`src/rtl/uart_fifo_core.sv`:
```
// uart_fifo_core: UART with an internal baud generator, a TX holding register
// with a valid/ready handshake, and an RX FIFO that keeps per-word error flags.
// Each bit lasts OVERSAMPLE ticks. One tick is baud_div+1 clk cycles.
module uart_fifo_core #(
    parameter int DIV_W      = 16,
    parameter int OVERSAMPLE = 16,
    parameter int FIFO_DEPTH = 4,
    parameter int CNT_W      = $clog2(FIFO_DEPTH + 1)
) (
    input  logic             clk,
    input  logic             rst,
    input  logic [DIV_W-1:0] baud_div,
    input  logic [1:0]       data_bits,
    input  logic             parity_en,
    input  logic             parity_odd,
    input  logic             stop2,
    input  logic [7:0]       tx_data,
    input  logic             tx_valid,
    output logic             tx_ready,
    output logic             tx_out,
    output logic             tx_busy,
    input  logic             rx_in,
    output logic [7:0]       rx_data,
    output logic             rx_parity_err,
    output logic             rx_frame_err,
    output logic             rx_valid,
    input  logic             rx_ready,
    output logic [CNT_W-1:0] rx_count,
    output logic             rx_overrun,
    input  logic             overrun_clr
);

    localparam int OS_W  = $clog2(OVERSAMPLE);
    localparam int PTR_W = $clog2(FIFO_DEPTH);
    localparam logic [OS_W-1:0] OS_LAST = OS_W'(OVERSAMPLE - 1);
    localparam logic [OS_W-1:0] OS_HALF = OS_W'(OVERSAMPLE / 2 - 1);

    typedef enum logic [2:0] {
        ST_IDLE   = 3'd0,
        ST_START  = 3'd1,
        ST_DATA   = 3'd2,
        ST_PARITY = 3'd3,
        ST_STOP   = 3'd4
    } state_t;

    // Keep only the configured number of data bits (5..8)
    function automatic logic [7:0] mask_data(input logic [7:0] d, input logic [1:0] code);
        case (code)
            2'b00:   mask_data = d & 8'h1F;
            2'b01:   mask_data = d & 8'h3F;
            2'b10:   mask_data = d & 8'h7F;
            default: mask_data = d;
        endcase
    endfunction

    // Parity over the configured bits: XOR for even, XNOR for odd
    function automatic logic parity_bit(input logic [7:0] d, input logic [1:0] code,
                                        input logic odd);
        parity_bit = (^mask_data(d, code)) ^ odd;
    endfunction

    // Index of the last data bit for a data_bits code
    function automatic logic [2:0] last_bit(input logic [1:0] code);
        last_bit = 3'd4 + {1'b0, code};
    endfunction

    // ---------------- baud generator ----------------
    logic [DIV_W-1:0] baud_cnt_r, div_r;
    logic             tick_s;

    assign tick_s = (baud_cnt_r == div_r);

    // Tick counter; the divisor is resampled only on wrap
    always_ff @(posedge clk or posedge rst) begin
        if (rst) begin
            baud_cnt_r <= DIV_W'(0);
            div_r      <= DIV_W'(0);
        end else if (tick_s) begin
            baud_cnt_r <= DIV_W'(0);
            div_r      <= baud_div;
        end else begin
            baud_cnt_r <= baud_cnt_r + DIV_W'(1);
        end
    end

    // ---------------- transmitter ----------------
    state_t          tx_state_r, tx_state_nxt;
    logic [OS_W-1:0] tx_os_r, tx_os_nxt;
    logic [2:0]      tx_bit_r, tx_bit_nxt;
    logic [7:0]      tx_shift_r, tx_shift_nxt;
    logic [1:0]      tx_code_r, tx_code_nxt;
    logic            tx_pen_r, tx_pen_nxt;
    logic            tx_par_r, tx_par_nxt;
    logic            tx_stop2_r, tx_stop2_nxt;
    logic [7:0]      hold_r, hold_nxt;
    logic            hold_full_r, hold_full_nxt;
    logic            tx_out_r, tx_out_nxt;
    logic            tx_ready_r, tx_ready_nxt;
    logic            tx_busy_r, tx_busy_nxt;

    // TX next-state, holding register handshake and registered output values
    always_comb begin
        tx_state_nxt = tx_state_r;
        tx_os_nxt    = tx_os_r;
        tx_bit_nxt   = tx_bit_r;
        tx_shift_nxt = tx_shift_r;
        tx_code_nxt  = tx_code_r;
        tx_pen_nxt   = tx_pen_r;
        tx_par_nxt   = tx_par_r;
        tx_stop2_nxt = tx_stop2_r;
        hold_nxt     = hold_r;
        hold_full_nxt = hold_full_r;
        tx_out_nxt   = 1'b1;

        if (tx_valid && !hold_full_r) begin
            hold_nxt      = tx_data;
            hold_full_nxt = 1'b1;
        end else begin
            hold_nxt      = hold_r;
        end

        case (tx_state_r)
            ST_IDLE: begin
                if (tick_s && hold_full_r) begin
                    tx_state_nxt  = ST_START;
                    tx_shift_nxt  = mask_data(hold_r, data_bits);
                    tx_code_nxt   = data_bits;
                    tx_pen_nxt    = parity_en;
                    tx_par_nxt    = parity_bit(hold_r, data_bits, parity_odd);
                    tx_stop2_nxt  = stop2;
                    tx_os_nxt     = OS_W'(0);
                    tx_bit_nxt    = 3'd0;
                    hold_full_nxt = 1'b0;
                end else begin
                    tx_state_nxt = ST_IDLE;
                end
            end
            ST_START, ST_DATA, ST_PARITY, ST_STOP: begin
                if (tick_s && (tx_os_r == OS_LAST)) begin
                    tx_os_nxt = OS_W'(0);
                    case (tx_state_r)
                        ST_START: begin
                            tx_state_nxt = ST_DATA;
                            tx_bit_nxt   = 3'd0;
                        end
                        ST_DATA: begin
                            tx_shift_nxt = {1'b0, tx_shift_r[7:1]};
                            if (tx_bit_r == last_bit(tx_code_r)) begin
                                tx_state_nxt = tx_pen_r ? ST_PARITY : ST_STOP;
                                tx_bit_nxt   = 3'd0;
                            end else begin
                                tx_bit_nxt = tx_bit_r + 3'd1;
                            end
                        end
                        ST_PARITY: begin
                            tx_state_nxt = ST_STOP;
                            tx_bit_nxt   = 3'd0;
                        end
                        ST_STOP: begin
                            if (tx_stop2_r && (tx_bit_r == 3'd0)) begin
                                tx_bit_nxt = 3'd1;
                            end else begin
                                tx_state_nxt = ST_IDLE;
                            end
                        end
                        default: tx_state_nxt = ST_IDLE;
                    endcase
                end else if (tick_s) begin
                    tx_os_nxt = tx_os_r + OS_W'(1);
                end else begin
                    tx_os_nxt = tx_os_r;
                end
            end
            default: tx_state_nxt = ST_IDLE;
        endcase

        case (tx_state_nxt)
            ST_START:  tx_out_nxt = 1'b0;
            ST_DATA:   tx_out_nxt = tx_shift_nxt[0];
            ST_PARITY: tx_out_nxt = tx_par_nxt;
            default:   tx_out_nxt = 1'b1;
        endcase

        tx_ready_nxt = !hold_full_nxt;
        tx_busy_nxt  = (tx_state_nxt != ST_IDLE) || hold_full_nxt;
    end

    // TX state and output registers
    always_ff @(posedge clk or posedge rst) begin
        if (rst) begin
            tx_state_r  <= ST_IDLE;
            tx_os_r     <= OS_W'(0);
            tx_bit_r    <= 3'd0;
            tx_shift_r  <= 8'd0;
            tx_code_r   <= 2'd0;
            tx_pen_r    <= 1'b0;
            tx_par_r    <= 1'b0;
            tx_stop2_r  <= 1'b0;
            hold_r      <= 8'd0;
            hold_full_r <= 1'b0;
            tx_out_r    <= 1'b1;
            tx_ready_r  <= 1'b1;
            tx_busy_r   <= 1'b0;
        end else begin
            tx_state_r  <= tx_state_nxt;
            tx_os_r     <= tx_os_nxt;
            tx_bit_r    <= tx_bit_nxt;
            tx_shift_r  <= tx_shift_nxt;
            tx_code_r   <= tx_code_nxt;
            tx_pen_r    <= tx_pen_nxt;
            tx_par_r    <= tx_par_nxt;
            tx_stop2_r  <= tx_stop2_nxt;
            hold_r      <= hold_nxt;
            hold_full_r <= hold_full_nxt;
            tx_out_r    <= tx_out_nxt;
            tx_ready_r  <= tx_ready_nxt;
            tx_busy_r   <= tx_busy_nxt;
        end
    end

    assign tx_out   = tx_out_r;
    assign tx_ready = tx_ready_r;
    assign tx_busy  = tx_busy_r;

    // ---------------- receiver ----------------
    logic            rx_s1_r, rx_s2_r, rx_prev_r;
    state_t          rx_state_r, rx_state_nxt;
    logic [OS_W-1:0] rx_os_r, rx_os_nxt;
    logic [2:0]      rx_bit_r, rx_bit_nxt;
    logic [7:0]      rx_word_r, rx_word_nxt;
    logic [1:0]      rx_code_r, rx_code_nxt;
    logic            rx_pen_r, rx_pen_nxt;
    logic            rx_podd_r, rx_podd_nxt;
    logic            rx_perr_r, rx_perr_nxt;
    logic            push_s;
    logic [9:0]      push_entry_s;

    // Two-flop synchroniser plus one delayed copy for falling-edge detection
    always_ff @(posedge clk or posedge rst) begin
        if (rst) begin
            rx_s1_r   <= 1'b1;
            rx_s2_r   <= 1'b1;
            rx_prev_r <= 1'b1;
        end else begin
            rx_s1_r   <= rx_in;
            rx_s2_r   <= rx_s1_r;
            rx_prev_r <= rx_s2_r;
        end
    end

    // RX next-state: start qualification, bit-centre sampling, push on stop
    always_comb begin
        rx_state_nxt = rx_state_r;
        rx_os_nxt    = rx_os_r;
        rx_bit_nxt   = rx_bit_r;
        rx_word_nxt  = rx_word_r;
        rx_code_nxt  = rx_code_r;
        rx_pen_nxt   = rx_pen_r;
        rx_podd_nxt  = rx_podd_r;
        rx_perr_nxt  = rx_perr_r;
        push_s       = 1'b0;
        push_entry_s = {!rx_s2_r, rx_perr_r, rx_word_r};

        case (rx_state_r)
            ST_IDLE: begin
                if (rx_prev_r && !rx_s2_r) begin
                    rx_state_nxt = ST_START;
                    rx_os_nxt    = OS_W'(0);
                    rx_bit_nxt   = 3'd0;
                    rx_word_nxt  = 8'd0;
                    rx_perr_nxt  = 1'b0;
                    rx_code_nxt  = data_bits;
                    rx_pen_nxt   = parity_en;
                    rx_podd_nxt  = parity_odd;
                end else begin
                    rx_state_nxt = ST_IDLE;
                end
            end
            ST_START: begin
                if (tick_s && (rx_os_r == OS_HALF)) begin
                    rx_os_nxt = OS_W'(0);
                    if (rx_s2_r) begin
                        rx_state_nxt = ST_IDLE;
                    end else begin
                        rx_state_nxt = ST_DATA;
                    end
                end else if (tick_s) begin
                    rx_os_nxt = rx_os_r + OS_W'(1);
                end else begin
                    rx_os_nxt = rx_os_r;
                end
            end
            ST_DATA, ST_PARITY, ST_STOP: begin
                if (tick_s && (rx_os_r == OS_LAST)) begin
                    rx_os_nxt = OS_W'(0);
                    case (rx_state_r)
                        ST_DATA: begin
                            rx_word_nxt[rx_bit_r] = rx_s2_r;
                            if (rx_bit_r == last_bit(rx_code_r)) begin
                                rx_state_nxt = rx_pen_r ? ST_PARITY : ST_STOP;
                            end else begin
                                rx_bit_nxt = rx_bit_r + 3'd1;
                            end
                        end
                        ST_PARITY: begin
                            rx_perr_nxt  = (rx_s2_r != parity_bit(rx_word_r, rx_code_r, rx_podd_r));
                            rx_state_nxt = ST_STOP;
                        end
                        ST_STOP: begin
                            push_s       = 1'b1;
                            rx_state_nxt = ST_IDLE;
                        end
                        default: rx_state_nxt = ST_IDLE;
                    endcase
                end else if (tick_s) begin
                    rx_os_nxt = rx_os_r + OS_W'(1);
                end else begin
                    rx_os_nxt = rx_os_r;
                end
            end
            default: rx_state_nxt = ST_IDLE;
        endcase
    end

    // RX state registers
    always_ff @(posedge clk or posedge rst) begin
        if (rst) begin
            rx_state_r <= ST_IDLE;
            rx_os_r    <= OS_W'(0);
            rx_bit_r   <= 3'd0;
            rx_word_r  <= 8'd0;
            rx_code_r  <= 2'd0;
            rx_pen_r   <= 1'b0;
            rx_podd_r  <= 1'b0;
            rx_perr_r  <= 1'b0;
        end else begin
            rx_state_r <= rx_state_nxt;
            rx_os_r    <= rx_os_nxt;
            rx_bit_r   <= rx_bit_nxt;
            rx_word_r  <= rx_word_nxt;
            rx_code_r  <= rx_code_nxt;
            rx_pen_r   <= rx_pen_nxt;
            rx_podd_r  <= rx_podd_nxt;
            rx_perr_r  <= rx_perr_nxt;
        end
    end

    // ---------------- RX FIFO ----------------
    logic [9:0]       mem_r [FIFO_DEPTH];
    logic [PTR_W-1:0] wr_ptr_r, rd_ptr_r, rd_next_s;
    logic [CNT_W-1:0] count_r, count_nxt;
    logic [9:0]       head_r, head_nxt;
    logic             rx_valid_r, overrun_r, overrun_nxt;
    logic             full_s, pop_s, do_push_s;

    // FIFO control: pop has priority when full, pushes into an empty FIFO win over pops
    always_comb begin
        full_s    = (count_r == CNT_W'(FIFO_DEPTH));
        pop_s     = rx_ready && (count_r != CNT_W'(0));
        do_push_s = push_s && (!full_s || pop_s);
        rd_next_s = rd_ptr_r + PTR_W'(1);
        count_nxt = count_r;
        head_nxt  = head_r;
        overrun_nxt = overrun_r;

        case ({do_push_s, pop_s})
            2'b10:   count_nxt = count_r + CNT_W'(1);
            2'b01:   count_nxt = count_r - CNT_W'(1);
            default: count_nxt = count_r;
        endcase

        if (pop_s) begin
            if (count_r > CNT_W'(1)) begin
                head_nxt = mem_r[rd_next_s];
            end else if (do_push_s) begin
                head_nxt = push_entry_s;
            end else begin
                head_nxt = 10'd0;
            end
        end else if (count_r == CNT_W'(0)) begin
            head_nxt = do_push_s ? push_entry_s : 10'd0;
        end else begin
            head_nxt = head_r;
        end

        if (push_s && full_s && !pop_s) begin
            overrun_nxt = 1'b1;
        end else if (overrun_clr) begin
            overrun_nxt = 1'b0;
        end else begin
            overrun_nxt = overrun_r;
        end
    end

    // FIFO storage, pointers, occupancy and registered head outputs
    always_ff @(posedge clk or posedge rst) begin
        if (rst) begin
            for (int i = 0; i < FIFO_DEPTH; i++) begin
                mem_r[i] <= 10'd0;
            end
            wr_ptr_r   <= PTR_W'(0);
            rd_ptr_r   <= PTR_W'(0);
            count_r    <= CNT_W'(0);
            head_r     <= 10'd0;
            rx_valid_r <= 1'b0;
            overrun_r  <= 1'b0;
        end else begin
            if (do_push_s) begin
                mem_r[wr_ptr_r] <= push_entry_s;
                wr_ptr_r        <= wr_ptr_r + PTR_W'(1);
            end
            if (pop_s) begin
                rd_ptr_r <= rd_next_s;
            end
            count_r    <= count_nxt;
            head_r     <= head_nxt;
            rx_valid_r <= (count_nxt != CNT_W'(0));
            overrun_r  <= overrun_nxt;
        end
    end

    assign rx_data       = head_r[7:0];
    assign rx_parity_err = head_r[8];
    assign rx_frame_err  = head_r[9];
    assign rx_valid      = rx_valid_r;
    assign rx_count      = count_r;
    assign rx_overrun    = overrun_r;

endmodule

```
`config.mk`:
```
export PLATFORM = sky130hd
export DESIGN_NAME = uart_fifo_core
export DESIGN_NICKNAME = d
export VERILOG_FILES = /design/src/rtl/uart_fifo_core.sv
export SDC_FILE = /design/constraint.sdc
export NUM_CORES = 1
export LEC_CHECK = 0
export ABC_AREA = 1
export CORE_ASPECT_RATIO = 0.9
export CORE_MARGIN = 1
export CORE_UTILIZATION = 59
export CTS_CLUSTER_DIAMETER = 100
export CTS_CLUSTER_SIZE = 40
export DETAILED_ROUTE_END_ITERATION = 16
export GPL_TIMING_DRIVEN = 0
export MAX_ROUTING_LAYER = met4
export PLACE_DENSITY = 0.8
export SYNTH_ARGS = -nofsm -noshare
export SYNTH_HDL_FRONTEND = slang
export SYNTH_SLANG_ARGS = --single-unit
```
`constraint.sdc`:
```
create_clock -name clk -period 7.4 [get_ports clk]
set_input_delay 2.22 -clock clk [delete_from_list [all_inputs] [get_ports clk]]
set_output_delay 2.22 -clock clk [all_outputs]
set_load 0.01 [all_outputs]
```
* Word-level counts from Yosys, hierarchy flattened
Index checks and enable logic that the tools add are counted.
** Storage, ports and cells
- Bits in registers :: 152
- Input bits :: 35
** Cells by class
- Add/sub/neg operators :: 11
- $lt $le $gt $ge :: 6
- Equality and inequality tests :: 38
- Muxes and demuxes :: 80
- Bitwise logic cells :: 4
- Reductions and logical operators :: 49
** Operators with widths (count)
- two-way mux 8 bit :: 11
- two-way mux 10 bit :: 7
- two-way mux 3 bit :: 16
- one-hot mux 8 bit (3 select lines) :: 2
- bitwise mux 40 bit :: 1
- one-hot mux 8 bit (2 select lines) :: 2
- one-hot mux 3 bit (2 select lines) :: 5
- two-way mux 4 bit :: 7
- binary-select mux 10 bit (select 2 bit) :: 1
- demux 10 bit (select 2 bit) :: 1
- == test 3 x 2 -> 1 bit, second input constant :: 6
- inequality test 2 bit, second input constant :: 9
- one-hot mux 3 bit (3 select lines) :: 2
- adder 16 x 1 -> 16 bit, second input constant :: 1
- == test 16 bit :: 1
- two-way mux 1 bit :: 16
- two-way mux 16 bit :: 1
- parity 8 bit :: 2
- logical AND 1 bit :: 13
- logical NOT 3 bit :: 4
- one-hot mux 3 bit (4 select lines) :: 1
- one-hot mux 4 bit (3 select lines) :: 1
- AND reduction 4 bit :: 3
- nonzero test 3 bit :: 4
- 38 further kinds :: 71

* Longest topological paths before layout
Gate-level depths: netlist (run 1).
- Word-level depth :: 11
- Gate-level depth with buffers :: 15
- Depth with buffers taken out :: 15

* Worst setup path before layout (run 1)
OpenSTA, ideal clock, no wires.
- Path kind :: input port to flip-flop
- Start point :: input data_bits[1]
- End point :: register tx_out_r (netlist: tx_out)
- Library setup time :: 60 ps
- Data arrival time :: 3211 ps
- Slack :: 4129 ps
- Stages :: 11
- Cell sequence :: o21ai_0 > xor2_1 > xor2_1 > inv_1 > nand2_1 > nand2_1 > nand2_1 > nand2_1 > inv_1 > nand3_1 > nand2_1
** Between the ends
- Longest elaborated chain between the ends :: 9
- Elaborated cells on any way between the ends :: 11
** RTL lines
- start, declared :: RTL line 13 : input logic [1:0] data_bits,
- == test 2 bit, or another cell as far along :: RTL line 48 : case (code)
- one-hot mux 8 bit (3 select lines) (*) :: RTL line 48
- two-way mux 8 bit (*) :: RTL line 124 : if (tick_s && hold_full_r) begin
- two-way mux 8 bit (*) :: RTL line 122 : case (tx_state_r)
- parity 8 bit (*) :: RTL line 59 : parity_bit = (^mask_data(d, code)) ^ odd;
- XOR 1 bit (*) :: RTL line 59
- two-way mux 1 bit (*) :: RTL line 124
- two-way mux 1 bit (*) :: RTL line 122
- via tx_par_nxt :: RTL line 93 : logic tx_par_r, tx_par_nxt;
- one-hot mux 1 bit (3 select lines) (*) :: RTL line 177 : case (tx_state_nxt)
- via tx_out_nxt :: RTL line 97 : logic tx_out_r, tx_out_nxt;
- end signal, assigned :: RTL line 215 : tx_out_r <= tx_out_nxt;
- end, declared :: RTL line 97
Mark *: on every way through the listed nets, which the timed path passes. The rest lies on a longest branch. The select of a mux whose other input is x is not followed.
A chain may end at the register's enable or synchronous reset.

* Worst setup path in the final report (run 1)
- Start point :: input rx_ready
- End point :: register head_r[3]
** Between the ends
- Longest elaborated chain between the ends :: 6
- Elaborated cells on any way between the ends :: 8
** RTL lines
- start, declared :: RTL line 27 : input logic rx_ready,
- logical AND 1 bit (*) :: RTL line 359 : pop_s = rx_ready && (count_r != CNT_W'(0));
- logical OR 1 bit :: RTL line 360 : do_push_s = push_s && (!full_s || pop_s);
- logical AND 1 bit :: RTL line 360
- two-way mux 10 bit :: RTL line 375, 381
- two-way mux 10 bit, on equally long branches :: RTL line 380, 373
- two-way mux 10 bit :: RTL line 372 : if (pop_s) begin
- end signal, assigned :: RTL line 416 : head_r <= head_nxt;
- end, declared :: RTL line 352 : logic [9:0] head_r, head_nxt;
Every way passes the cells marked *; elsewhere a longest branch is shown, timed or not. The select of a mux whose other input is x is not followed.

==> summary.txt, run 1 <==
Timing
  • Final Hold Viols: 0
  • Post-route minimum period: roughly 3.7 ns
  • Max Fclk: 268.4 MHz
  • Setup violations, final: 0
  • Sum Neg Setup Slack: 0 ns
  • Final period util: 0.5034
  • Post-route setup slack: 3.675 ns
  • RSZ-0062 raised after global routing: no
  • Worst Tran Pin Value: 0.7100 ns
  • Headroom to the max-slew limit: 0.5267
  • Max-slew violations: 0
  • Post-Route Skew: 0.005674 ns

Layout
  • Area Overhead vs Synth: 17.91%
  • Reg area: 0.003810 mm^2
  • Non-Filler Instances: 1,176
  • Final #Nets: 1,048
  • Diode count: 0
  • Fill count: 973
  • Final core occ: 0.7155
  • Footprint of the multi-input gates: 0.003249 mm^2
  • Layout cells sized above 1: 0.09881

Clocking
  • CTS tree: yes
  • Worst skew pair latency: 0.43 ns
  • # hold bufs at CTS: 0
  • Worst-path clk slew: 0.06 ns
  • Maximum clock path buffer count: 2
  • # H-tree levels: 4
  • Post-CTS Repair Setup Buffers: 0
  • Clk sinks: roughly 150
  • Post-cts resize count: 0
  • Root Buffer: clkbuf_16
  • Total CTS buffers: 17

Global routing
  • Number of global-route vias before repair: between 6k and 7k
  • Grt ovf: 0
  • All-Layer GR Usage: 0.2836
  • Grt met2 use: 0.4338
  • Met1 usage: 0.3814
  • Most Used Layer, Global Route: met2
  • Initial antenna violation count: 0
  • M3 GR Usage: 0.05813
  • Largest net degree at the start of global routing: 78
  • First-pass GRT wire length: 28.50 mm

Worst setup path
  • Slowest cell on crit path: clkdlybuf4s50_1
  • Crit path max-delay family: simple AND/OR/NAND/NOR gates
  • Crit Path Max Fanout: 10
  • Req. time, crit path: 7.70 ns
  • Worst setup startpoint: rx_ready
  • Critical Setup Path Class: in2reg
  • Worst Path Buf+Inv: 2
  • CP cell instances: clkdlybuf4s50_1, nand2_1, nor2_2, clkinv_1, nand3_1, a21oi_1
  • Reg2reg setup slack: 5.10 ns
  • CP Capture Type: flop
  • Worst Path Arrival: 4.03 ns
  • CP endpoint: head_r[3]
  • CP Launch Type: primary input
  • Levels on crit path: 6
  • CP max stage delay: 0.48 ns
  • R2R depth: 8
  • Reg2reg start: rx_count[0]
  • Reg2reg end: head_r[3]

Synthesis
  • Syn nets: 976
  • Synth warn: 0
  • Seq/Total Area, Yosys: 0.4949
  • EDFF count, synth: 0
  • Synth area leaders: dfrtp_1, nand2_1, inv_1
  • Mean Syn Cell Area: approximately 8.3 um^2
  • Prevailing post-synth register cell: dfrtp_1
  • Post-Synthesis Cell Area: 0.007699 mm^2
  • Top cell type's share of synthesized area: 0.4778
  • Synth cell types: 43
  • Async set or reset register ratio after synthesis: 1.000
  • Top cells by count, synth: nand2_1, dfrtp_1, inv_1, nor2_1, o21ai_0
  • Synth area leader: dfrtp_1
  • FF+latch count, synth: 152
  • Top-count cell post-synth: nand2_1
  • Gate Count Post-Synth: 927

Placed design
  • IO Port Bufs: 52
  • Final Wtd Congestion: ~0.89
  • Post-DP HPWL: roughly 12 mm
  • Inst Count DP: between 1k and 1.5k
  • Pre-CTS setup slack: around 3.4 ns

Route
  • DRT Wirelength: 16.89 mm
  • Vias per cell: 5.464
  • First-pass DRT Iterations: 8
  • Mean routed wirelength per cell: 14.37 um
  • Initial drt markers: 530
  • Final ANT Viol Nets: 0
  • Vias: 6,426
  • DRC viols: 0

Die
  • Die Width: 122.4 um
  • Ports: 53
  • # rows: 39
  • Initial Util: 0.6068
  • Die area: 0.01351 mm^2
  • DIE HEIGHT: 110.4 um
  • Core area: 0.01269 mm^2

Hold path
  • Worst Hold Class: reg2reg

Job
  • Max-cap viol count: 0

Power and ir drop
  • VDD IR-drop max: 0.1929 mV
  • Pwr per Cell Area: 266.1 mW/mm^2
  • Leakage power total: 0.004401 uW

Run status
  • Status: finished, final reports clean
[registers in the layout, summed over array words and instances, names as in the netlist, 2 cells and up]
register and flops:
wr_ptr_r 2, rx_word_r 8, head_r 10, tx_code_r 2, tx_shift_r 8, div_r 16, rd_ptr_r 2, rx_state_r 3
mem_r 40, tx_bit_r 3, tx_os_r 4, hold_r 8, rx_os_r 4, tx_state_r 3, rx_code_r 2, rx_bit_r 3
rx_count 3, baud_cnt_r 16
[through the flow]
step | total power [uW] | hold slack [ns] | area [um^2]
floorplan | 1322 | 0.3452 | 7699
global placement | 1491 | 0.3466 | 8424
detailed placement | 1504 | 0.3491 | 8457
CTS | 2421 | 0.3583 | 9077
global route | 2548 | 0.3637 | 9077
finish | 2416 | 0.3563 | 9077
[power breakdown]
group	switching, uW	leakage (uW)	internal [uW]
sequential	60.5	0.00190	894
clock	346	0.000302	570
combinational	354	0.00220	192
total	760	0.00440	1660
[layout make-up]
class                   instances  area share
multi-input cells             626      0.3580
clock buffers                  19     0.04879
well taps                     164     0.02261
plain buffers                  22     0.01723
flip-flops and latches        152      0.4197
inverters                     127     0.05376
repair buffers                 53     0.06037
clock inverters                13     0.01957
[worst reg2reg max path, cell delays in order (launching register included)]
cell	delay (ns)
dfrtp_1	0.41
inv_1	0.11
ha_1	0.24
nand2_1	0.09
nand2_1	0.23
nor2_2	0.44
clkinv_1	0.36
nand3_1	0.20
a21oi_1	0.10
[cell families after synthesis]
group,after synthesis,synth area share
buffers and inverters,149,0.08305
xor gates and xnor gates,22,0.02682
and+or+nand+nor,404,0.2280
AOI/OAI and AO/OA,178,0.1328
DFF,152,0.4949
adders and majority gates,14,0.02275
muxes,8,0.01170
[layer usage]
| metal | wire length [um] | vias to the layer above | part of all wire |
|---|---|---|---|
| met5 | 0 | - | 0 |
| met4 | 286 | 0 | 0.017 |
| met3 | 890 | 30 | 0.053 |
| met2 | 7898 | 147 | 0.47 |
| met1 | 7819 | 3094 | 0.46 |
| li1 | - | 3155 | - |
[how the worst min path moves through the flow]
stage          cells past startpoint    start  slack [ns]  endpoint
6_report                           0  rx_s1_r        0.36   rx_s2_r
5_1_grt                            0  rx_s1_r        0.36   rx_s2_r
4_1_cts                            0  rx_s1_r        0.36   rx_s2_r
3_5_place_dp                       0  rx_s1_r        0.35   rx_s2_r
3_3_place_gp                       0  rx_s1_r        0.35   rx_s2_r
2_1_floorplan                      0  rx_s1_r        0.35   rx_s2_r
[cells in the final DEF, fill, tap and decap left out, drive strengths merged, types with 17 or more instances in the layout]
cell type	count
nand2	248
dfrtp	147
inv	122
o21ai	106
nor2	82
clkdlybuf4s50	52
a21oi	48
nand3	38
clkbuf	30
nand4	17
xor2	17
No activity file was read; power rests on OpenSTA's default activity.
==> inputs of run 2 (changes only) <==
==> constraint.sdc (replaced) <==
create_clock -name clk -period 3.9 [get_ports clk]
set_input_delay 1.17 -clock clk [delete_from_list [all_inputs] [get_ports clk]]
set_output_delay 1.17 -clock clk [all_outputs]
set_load 0.01 [all_outputs]
==> summary.txt, run 2 (synthesis gave the netlist of run 1 again) <==
Run status
  • Status: finished, violations left
  • Failing checks: DRC

Die
  • DIE HEIGHT: 110.4 um (unchanged)
  • # rows: 39 (unchanged)
  • Core area: 0.01269 mm^2 (unchanged)
  • Die area: 0.01351 mm^2 (unchanged)
  • Ports: 53 (unchanged)
  • Die Width: 122.4 um (unchanged)
  • Initial Util: 0.6068 (unchanged)

Route
  • Initial drt markers: 582 (+9.8%)
  • Vias per cell: 5.409 (-1.0%)
  • Mean routed wirelength per cell: 14.23 um (-0.96%)
  • Vias: 6,372 (-0.84%)
  • DRC viols: 1 (+1)
  • Final ANT Viol Nets: 0 (unchanged)
  • DRT Wirelength: 16.76 mm (-0.79%)
  • First-pass DRT Iterations: 11 (+3)

Global routing
  • First-pass GRT wire length: 27.56 mm (-3.3%)
  • Largest net degree at the start of global routing: 41 (-47%)
  • Grt ovf: 0 (unchanged)
  • All-Layer GR Usage: 0.2782 (-0.005332)
  • Initial antenna violation count: 0 (unchanged)
  • Number of global-route vias before repair: 5,840 (-5.0%)

Worst setup path
  • CP max stage delay: 0.58 ns (+0.10 ns)
  • Req. time, crit path: 2.73 ns (-4.97 ns)
  • Crit Path Max Fanout: 6 (-4)
  • CP Capture Type: output port
  • Critical Setup Path Class: reg2out
  • Worst setup startpoint: rx_count[2]
  • CP cell instances: clkdlybuf4s50_1
  • R2R depth: 8 (unchanged)
  • Slowest cell on crit path: clkdlybuf4s50_1
  • CP Launch Type: flop
  • CP endpoint: rx_count[2]
  • Worst Path Buf+Inv: 1 (-1)
  • Crit path max-delay family: buffers and inverters
  • Reg2reg setup slack: 1.69 ns (-3.41 ns)
  • Reg2reg start: rx_count[0]
  • Worst Path Arrival: 1.49 ns (-2.54 ns)
  • Levels on crit path: 1 (-5)
  • Reg2reg end: head_r[0]

Timing
  • Post-route minimum period: 2.657 ns
  • Final period util: 0.6812
  • Worst Tran Pin Value: 0.8469 ns (+0.1370 ns)
  • Final Hold Viols: 0 (unchanged)
  • RSZ-0062 raised after global routing: no
  • Setup violations, final: 0 (unchanged)
  • Final hold slack: 0.3597 ns (+0.003482 ns)
  • Max-slew violations: 0 (unchanged)
  • Headroom to the max-slew limit: 0.4342 (-0.09251)
  • Post-Route Skew: 0.006948 ns (+0.001274 ns)
  • Max Fclk: between 300 and 400 MHz
  • Sum Neg Setup Slack: 0 ns (unchanged)

Clocking
  • Total CTS buffers: 17 (unchanged)
  • Post-CTS Repair Setup Buffers: 0 (unchanged)
  • Clk sinks: 152 (unchanged)
  • Root Buffer: clkbuf_16
  • Post-cts resize count: 0 (unchanged)
  • Worst-path clk slew: 0.06 ns (about the same)
  • # hold bufs at CTS: 0 (unchanged)
  • CTS tree: yes
  • Worst skew pair latency: 0.43 ns (about the same)
  • Maximum clock path buffer count: 2 (unchanged)
  • # H-tree levels: 4 (unchanged)

Placed design
  • Final Wtd Congestion: 0.8998 (+0.83%)
  • Post-DP HPWL: 11.72 mm (+0.25%)
  • IO Port Bufs: 52 (unchanged)

Layout
  • Diode count: 0 (unchanged)
  • Final core occ: 0.7185 (+0.003057)
  • Most flop-heavy register: mem_r
  • Most frequent cells in the layout: nand2_1, dfrtp_1, inv_1, nor2_1, o21ai_0
  • Largest regs: mem_r x40, baud_cnt_r x16, div_r x16
  • Max FFs per register: 40 (unchanged)
  • Layout cells sized above 1: 0.09961 (+0.0007913)
  • Area Overhead vs Synth: 18.41%
  • Final #Nets: 1,050 (+0.19%)
  • Commonest non-fill, non-tap cell in the layout: nand2_1

Power and ir drop
  • Pwr per Cell Area: 502.9 mW/mm^2 (+89%)
  • VDD IR-drop max: 0.4619 mV (+140%)
  • Pwr Total: 4584 uW (+90%)
  • Leakage power total: 0.004419 uW (+0.41%)

Hold path
  • Worst hold stages: 0 (unchanged)
  • Worst Hold Class: reg2reg

Job
  • Max-cap viol count: 0 (unchanged)
-- run 2: metal layers --
layer,GRT usage,part of all wire
met1,0.3637,0.46
met2,0.4222,0.47
met3,0.06944,0.058
met4,0.1010,0.018
met5,-,0
-- run 2: where the power goes --
part           leakage (uW)  internal, uW  switching [uW]
clock              0.000309          1110             625
sequential          0.00190          1700             115
combinational       0.00221           367             676
-- run 2: worst min path at each step --
stage                 start  slack [ns]       to
global route        rx_s1_r        0.37  rx_s2_r
finish              rx_s1_r        0.36  rx_s2_r
global placement    rx_s1_r        0.35  rx_s2_r
floorplan           rx_s1_r        0.35  rx_s2_r
CTS                 rx_s1_r        0.36  rx_s2_r
detailed placement  rx_s1_r        0.35  rx_s2_r
-- run 2: metrics by stage --
step | cell area [um^2] | setup slack (ns) | instances
6_report | 9116 | 1.243 | 1178
4_1_cts | 9116 | 1.237 | 1178
5_1_grt | 9116 | 1.142 | 1178
3_3_place_gp | 8428 | -0.4738 | 1143
2_1_floorplan | 7702 | 0.8171 | 927
3_5_place_dp | 8488 | 0.8725 | 1146
-- run 2: layout make-up --
class | instances | area [um^2]
clock buffers | 25 | 515.5
repair buffers | 55 | 580.6
inverters | 127 | 486.7
fillers | 979 | 3571
flip-flops and latches | 152 | 3810
multi-input cells | 626 | 3249
well taps | 164 | 205.2
clock inverters | 7 | 112.6
plain buffers | 22 | 156.4
==> patch 1, RTL diff (config.mk and constraints of run 1) <==
Take the reset off `tx_shift_r` and `hold_r` and load them in a clocked block of their own.
--- a/src/rtl/uart_fifo_core.sv
+++ b/src/rtl/uart_fifo_core.sv
@@ -192,10 +192,8 @@
             tx_os_r     <= OS_W'(0);
             tx_bit_r    <= 3'd0;
-            tx_shift_r  <= 8'd0;
             tx_code_r   <= 2'd0;
             tx_pen_r    <= 1'b0;
             tx_par_r    <= 1'b0;
             tx_stop2_r  <= 1'b0;
-            hold_r      <= 8'd0;
             hold_full_r <= 1'b0;
             tx_out_r    <= 1'b1;
@@ -206,10 +204,8 @@
             tx_os_r     <= tx_os_nxt;
             tx_bit_r    <= tx_bit_nxt;
-            tx_shift_r  <= tx_shift_nxt;
             tx_code_r   <= tx_code_nxt;
             tx_pen_r    <= tx_pen_nxt;
             tx_par_r    <= tx_par_nxt;
             tx_stop2_r  <= tx_stop2_nxt;
-            hold_r      <= hold_nxt;
             hold_full_r <= hold_full_nxt;
             tx_out_r    <= tx_out_nxt;
@@ -217,4 +213,9 @@
             tx_busy_r   <= tx_busy_nxt;
         end
+    end
+
+    always_ff @(posedge clk) begin
+        tx_shift_r <= tx_shift_nxt;
+        hold_r     <= hold_nxt;
     end
 
Behaviour: no difference found for any inputs over 10 cycles, from zero or initial values and one cycle with rst high; that may be too few to reach the edited logic, so the function may still have changed.
==> patch 1 against run 1 <==
Worst setup slack got worse by 0.16 ns; wire length up 6.7%; die area decreased by 1.1%; sequential cell count stayed put; sequential share of layout area grew 1.1 points; global-route usage up 1.8 points; design area is 0.70% lower; largest power group unchanged; utilization up 1.6 points; final cell count decreased by 0.17%; highest routed layer unchanged; area after synthesis shrank 1.1%; power rose by 3.8%; first-iteration DRC count fell by 9.2%.
==> patch 1: results (changes against run 1) <==
- Layout cell share with drive strength beyond 1: 0.08876 (was 0.09881)
- Critical path arrival: 4.26 ns (was 4.03 ns)
- Final HPWL DP: 12090 um (was 11690 um)
- Initial antenna violation count: 0 (unchanged)
- Switch Pwr: 0.7984 mW (was 0.7601 mW)
- Vias per inst: 5.509 (was 5.464)
- Iteration-0 DRC Markers: 481 (was 530)
- Post-synth top cells: nand2_1 (251), dfrtp_1 (131), inv_1 (119), o21ai_0 (86), nor2_1 (73) (was nand2_1 (238), dfrtp_1 (147), inv_1 (113), nor2_1 (76), o21ai_0 (63))
- Status: complete, no violations (unchanged)
- Global-route wire length before repair: 29770 um (was 28500 um)
- Fillers: 953 (was 973)
- Least-Margin Pin Slew: 0.6936 ns (was 0.7100 ns)
- Drt pass-1 iters: 5 (was 8)
- Syn nets: 978 (was 976)
- Top Family by Delay on Critical Path: buffers and inverters (was simple AND/OR/NAND/NOR gates)
- Nets: 1050 (was 1048)
- Post-synthesis sequential area ratio: 0.5094 (was 0.4949)
- Synth area leaders: dfrtp_1 (43%), nand2_1 (12%), edfxtp_1 (5.9%) (was dfrtp_1 (48%), nand2_1 (12%), inv_1 (5.5%))
- Wire length per cell: 15.35 um (was 14.37 um)
- FFs w/ async S/R, synth: 0.8947 (was 1.000)
- GRT Total Usage: 0.3016 (was 0.2836)
- Pre-CTS setup slack: 3.149 ns (was 3.375 ns)
- Vias in the first global route: 6107 (was 6145)
- CTS Buffer Depth: 2 (unchanged)
- Pleak: 4.315 nW (was 4.401 nW)
- IR drop worst, VDD: 0.1852 mV (was 0.1929 mV)
- Clock Skew: 0.009303 ns (was 0.005674 ns)
==> patch 1: final cells by class <==
class                   count  area share
flip-flops and latches    152      0.4305
multi-input cells         627      0.3483
plain buffers              20     0.01194
clock buffers              19     0.04914
well taps                 160     0.02221
clock inverters            13     0.02235
repair buffers             53     0.06080
inverters                 130     0.05483
==> patch 1: logic make-up after synthesis <==
logic type / share of synthesized area
simple gates: 0.2257
compound gates: 0.1382
flops: 0.5094
buf+inv: 0.07836
xor+xnor: 0.02530
fa+ha+maj: 0.02300
==> patch 1: metrics by stage <==
step	total power [mW]	cell area, um2	cells
finish	2.507	9014	1174
global route	2.634	9014	1174
CTS	2.507	9014	1174
detailed placement	1.555	8369	1142
global placement	1.537	8337	1141
floorplan	1.355	7616	929
==> patch 1: routing by layer <==
metal  global-route usage  vias to the layer above  part of all wire
met3              0.05602                       21             0.054
met5                    -                        -                 0
met1               0.4065                     3103              0.46
met4              0.08995                        0             0.013
met2               0.4665                      199              0.47
li1                     -                     3144                 -
==> patch 1: final timing paths <==
path | to | slack [ns] | depth (start not counted)
min in group asynchronous | mem_r[9]$_DFFE_PP0P_ | 2.23 | 2
max reg2reg | head_r[9]$_DFFE_PP0P_ | 4.93 | 9
max in group asynchronous | tx_out$_DFF_PP1_ | 4.30 | 3
min reg2reg | rx_s2_r$_DFF_PP1_ | 0.36 | 0
min | rx_s2_r$_DFF_PP1_ | 0.36 | 0
max | head_r[9]$_DFFE_PP0P_ | 3.51 | 7
==> patch 1: power groups by stage <==
stage                     Clock, mW  Sequential (mW)  Combinational (mW)
after floorplan                   0            0.978               0.377
after global placement            0            0.979               0.558
after detailed placement          0            0.981               0.574
after CTS                     0.956            0.966               0.584
after global routing          0.996            0.974               0.664
final                         0.952            0.966               0.588
==> patch 2, RTL diff (settings of run 1) <==
Without the edit above. Change the parameter `FIFO_DEPTH` from 4 to 8.
--- a/src/rtl/uart_fifo_core.sv
+++ b/src/rtl/uart_fifo_core.sv
@@ -5,5 +5,5 @@
     parameter int DIV_W      = 16,
     parameter int OVERSAMPLE = 16,
-    parameter int FIFO_DEPTH = 4,
+    parameter int FIFO_DEPTH = 8,
     parameter int CNT_W      = $clog2(FIFO_DEPTH + 1)
 ) (
Ports: changed (resized rx_count); port bits go from 53 to 54. No check against the original RTL was run, so the function may have changed too.
==> patch 2 against run 1 <==
Sequential cell count increased by 43; wire length is 31% higher; design area up 24%; clock power increased by 0.4%; power decreased by 2.7%; critical path type unchanged; final cell count is 23% higher; critical endpoint is now head_r[8]$_DFFE_PP0P_; first-iteration DRC count increased by 27%; worst hold slack gained 0.013 ns; worst setup slack lost 0.15 ns; largest cell class unchanged; combinational power fell by 46%; clock skew is 0.0029 ns higher; area after synthesis increased by 27%; highest routed layer unchanged; via count rose by 26%; utilization down 2.2 points.
==> patch 2: results (changes against run 1) <==
- Pre-CTS setup slack: 3.036 ns (was 3.375 ns)
- Status: complete, no violations (unchanged)
- CTS Buffer Depth: 2 (unchanged)
- Vias in the first global route: 7658 (was 6145)
- DR vias: 8111 (was 6426)
- Synth Area per Inst: 8.522 um2 (was 8.305 um2)
- IO Port Bufs: 53 (was 52)
- Synth area leaders: dfrtp_1 (49%), nand2_1 (9.9%), o21ai_0 (5.4%) (was dfrtp_1 (48%), nand2_1 (12%), inv_1 (5.5%))
- Top Family by Delay on Critical Path: buffers and inverters (was simple AND/OR/NAND/NOR gates)
- Final wirelength: 22180 um (was 16890 um)
- Post-synthesis sequential area ratio: 0.4999 (was 0.4949)
- Relative slew slack: 0.4186 (was 0.5267)
- Clock Skew: 0.008552 ns (was 0.005674 ns)
- Placed insts: 1411 (was 1144)
- CTS buffer count: 17 (unchanged)
- Iteration-0 DRC Markers: 672 (was 530)
- Final Wtd Congestion: 0.8915 (was 0.8924)
- Layout cell share with drive strength beyond 1: 0.09547 (was 0.09881)
- GRT Total Usage: 0.2919 (was 0.2836)
- Initial antenna violation count: 0 (unchanged)
- Max incr delay on CP: 0.51 ns (was 0.48 ns)
- Top Registers: mem_r: 80 flops, baud_cnt_r: 16 flops, div_r: 16 flops (was mem_r: 40 flops, baud_cnt_r: 16 flops, div_r: 16 flops)
- Pleak: 5.460 nW (was 4.401 nW)
- Largest net degree at the start of global routing: 43 (was 78)
- Nets: 1269 (was 1048)
- Clk_lat worst skew: 0.45 ns (was 0.43 ns)
- Final HPWL DP: 15420 um (was 11690 um)
- Drt pass-1 iters: 7 (was 8)
- P_int: 1.705 mW (was 1.656 mW)
- Post-synth top cells: nand2_1 (259), dfrtp_1 (190), nor2_1 (117), inv_1 (112), o21ai_0 (105) (was nand2_1 (238), dfrtp_1 (147), inv_1 (113), nor2_1 (76), o21ai_0 (63))
- Syn nets: 1193 (was 976)
- Fillers: 1273 (was 973)
patch 2: cell types whose count changed after synthesis, moves of 12 or more:
cell | before | now
clkbuf_1 | 11 | 27
o221ai_1 | 6 | 20
a21oi_1 | 46 | 29
nand3_1 | 36 | 48
mux2i_1 | 0 | 21
nor2_1 | 76 | 117
nand2_1 | 238 | 259
dfrtp_1 | 147 | 190
o21ai_0 | 63 | 105
patch 2: kinds of logic (layout without fill, tap and decap cells):
family / after synthesis / after routing / synth area share
AND/OR/NAND/NOR: 488 / 488 / 0.2218
AO/OA/AOI/OAI: 231 / 231 / 0.1365
flip-flops: 195 / 195 / 0.4999
buffers and inverters: 168 / 257 / 0.07488
multiplexers: 28 / 28 / 0.02957
XOR/XNOR: 26 / 26 / 0.02330
adder cells (fa/ha/maj): 11 / 11 / 0.01408
patch 2: metrics by stage:
stage | area [um2] | power [mW]
2_1_floorplan | 9778 | 1.352
5_1_grt | 11230 | 2.444
3_5_place_dp | 10650 | 1.448
4_1_cts | 11230 | 2.359
6_report | 11230 | 2.351
3_3_place_gp | 10570 | 1.433
patch 2: path summary, 6_finish.rpt:
path	slack, ns	to	depth (start not counted)	from
max	3.52	head_r[8]$_DFFE_PP0P_	8	rx_ready
min	0.37	rx_s2_r$_DFF_PP1_	0	rx_s1_r$_DFF_PP1_
max reg2reg	4.90	head_r[8]$_DFFE_PP0P_	10	rx_count[0]$_DFF_PP0_
min reg2reg	0.37	rx_s2_r$_DFF_PP1_	0	rx_s1_r$_DFF_PP1_
max in group asynchronous	4.10	tx_out$_DFF_PP1_	4	rst
min in group asynchronous	2.30	mem_r[35]$_DFFE_PP0P_	2	rst
patch 2: cell type report:
cell class | instances | share of cell area
inverter | 123 | 0.04146
buffer | 45 | 0.02407
sequential | 195 | 0.4352
tap | 207 | 0.02307
timing repair buffer | 57 | 0.05439
clock buffer | 20 | 0.03979
clock inverter | 12 | 0.01181
multi-input combinational | 784 | 0.3702
patch 2: power groups by stage:
stage	combinational, mW	clock (mW)	sequential [mW]
floorplan	0.207	0	1.14
global placement	0.281	0	1.15
detailed placement	0.295	0	1.15
CTS	0.298	0.928	1.13
global route	0.334	0.972	1.14
finish	0.297	0.920	1.13
patch 2: metal layers:
layer | wire [um] | GRT usage | share of wire
met5 | 0 | - | 0
met4 | 635 | 0.1250 | 0.029
met3 | 1036 | 0.05088 | 0.047
met1 | 9653 | 0.3673 | 0.44
met2 | 10860 | 0.4664 | 0.49
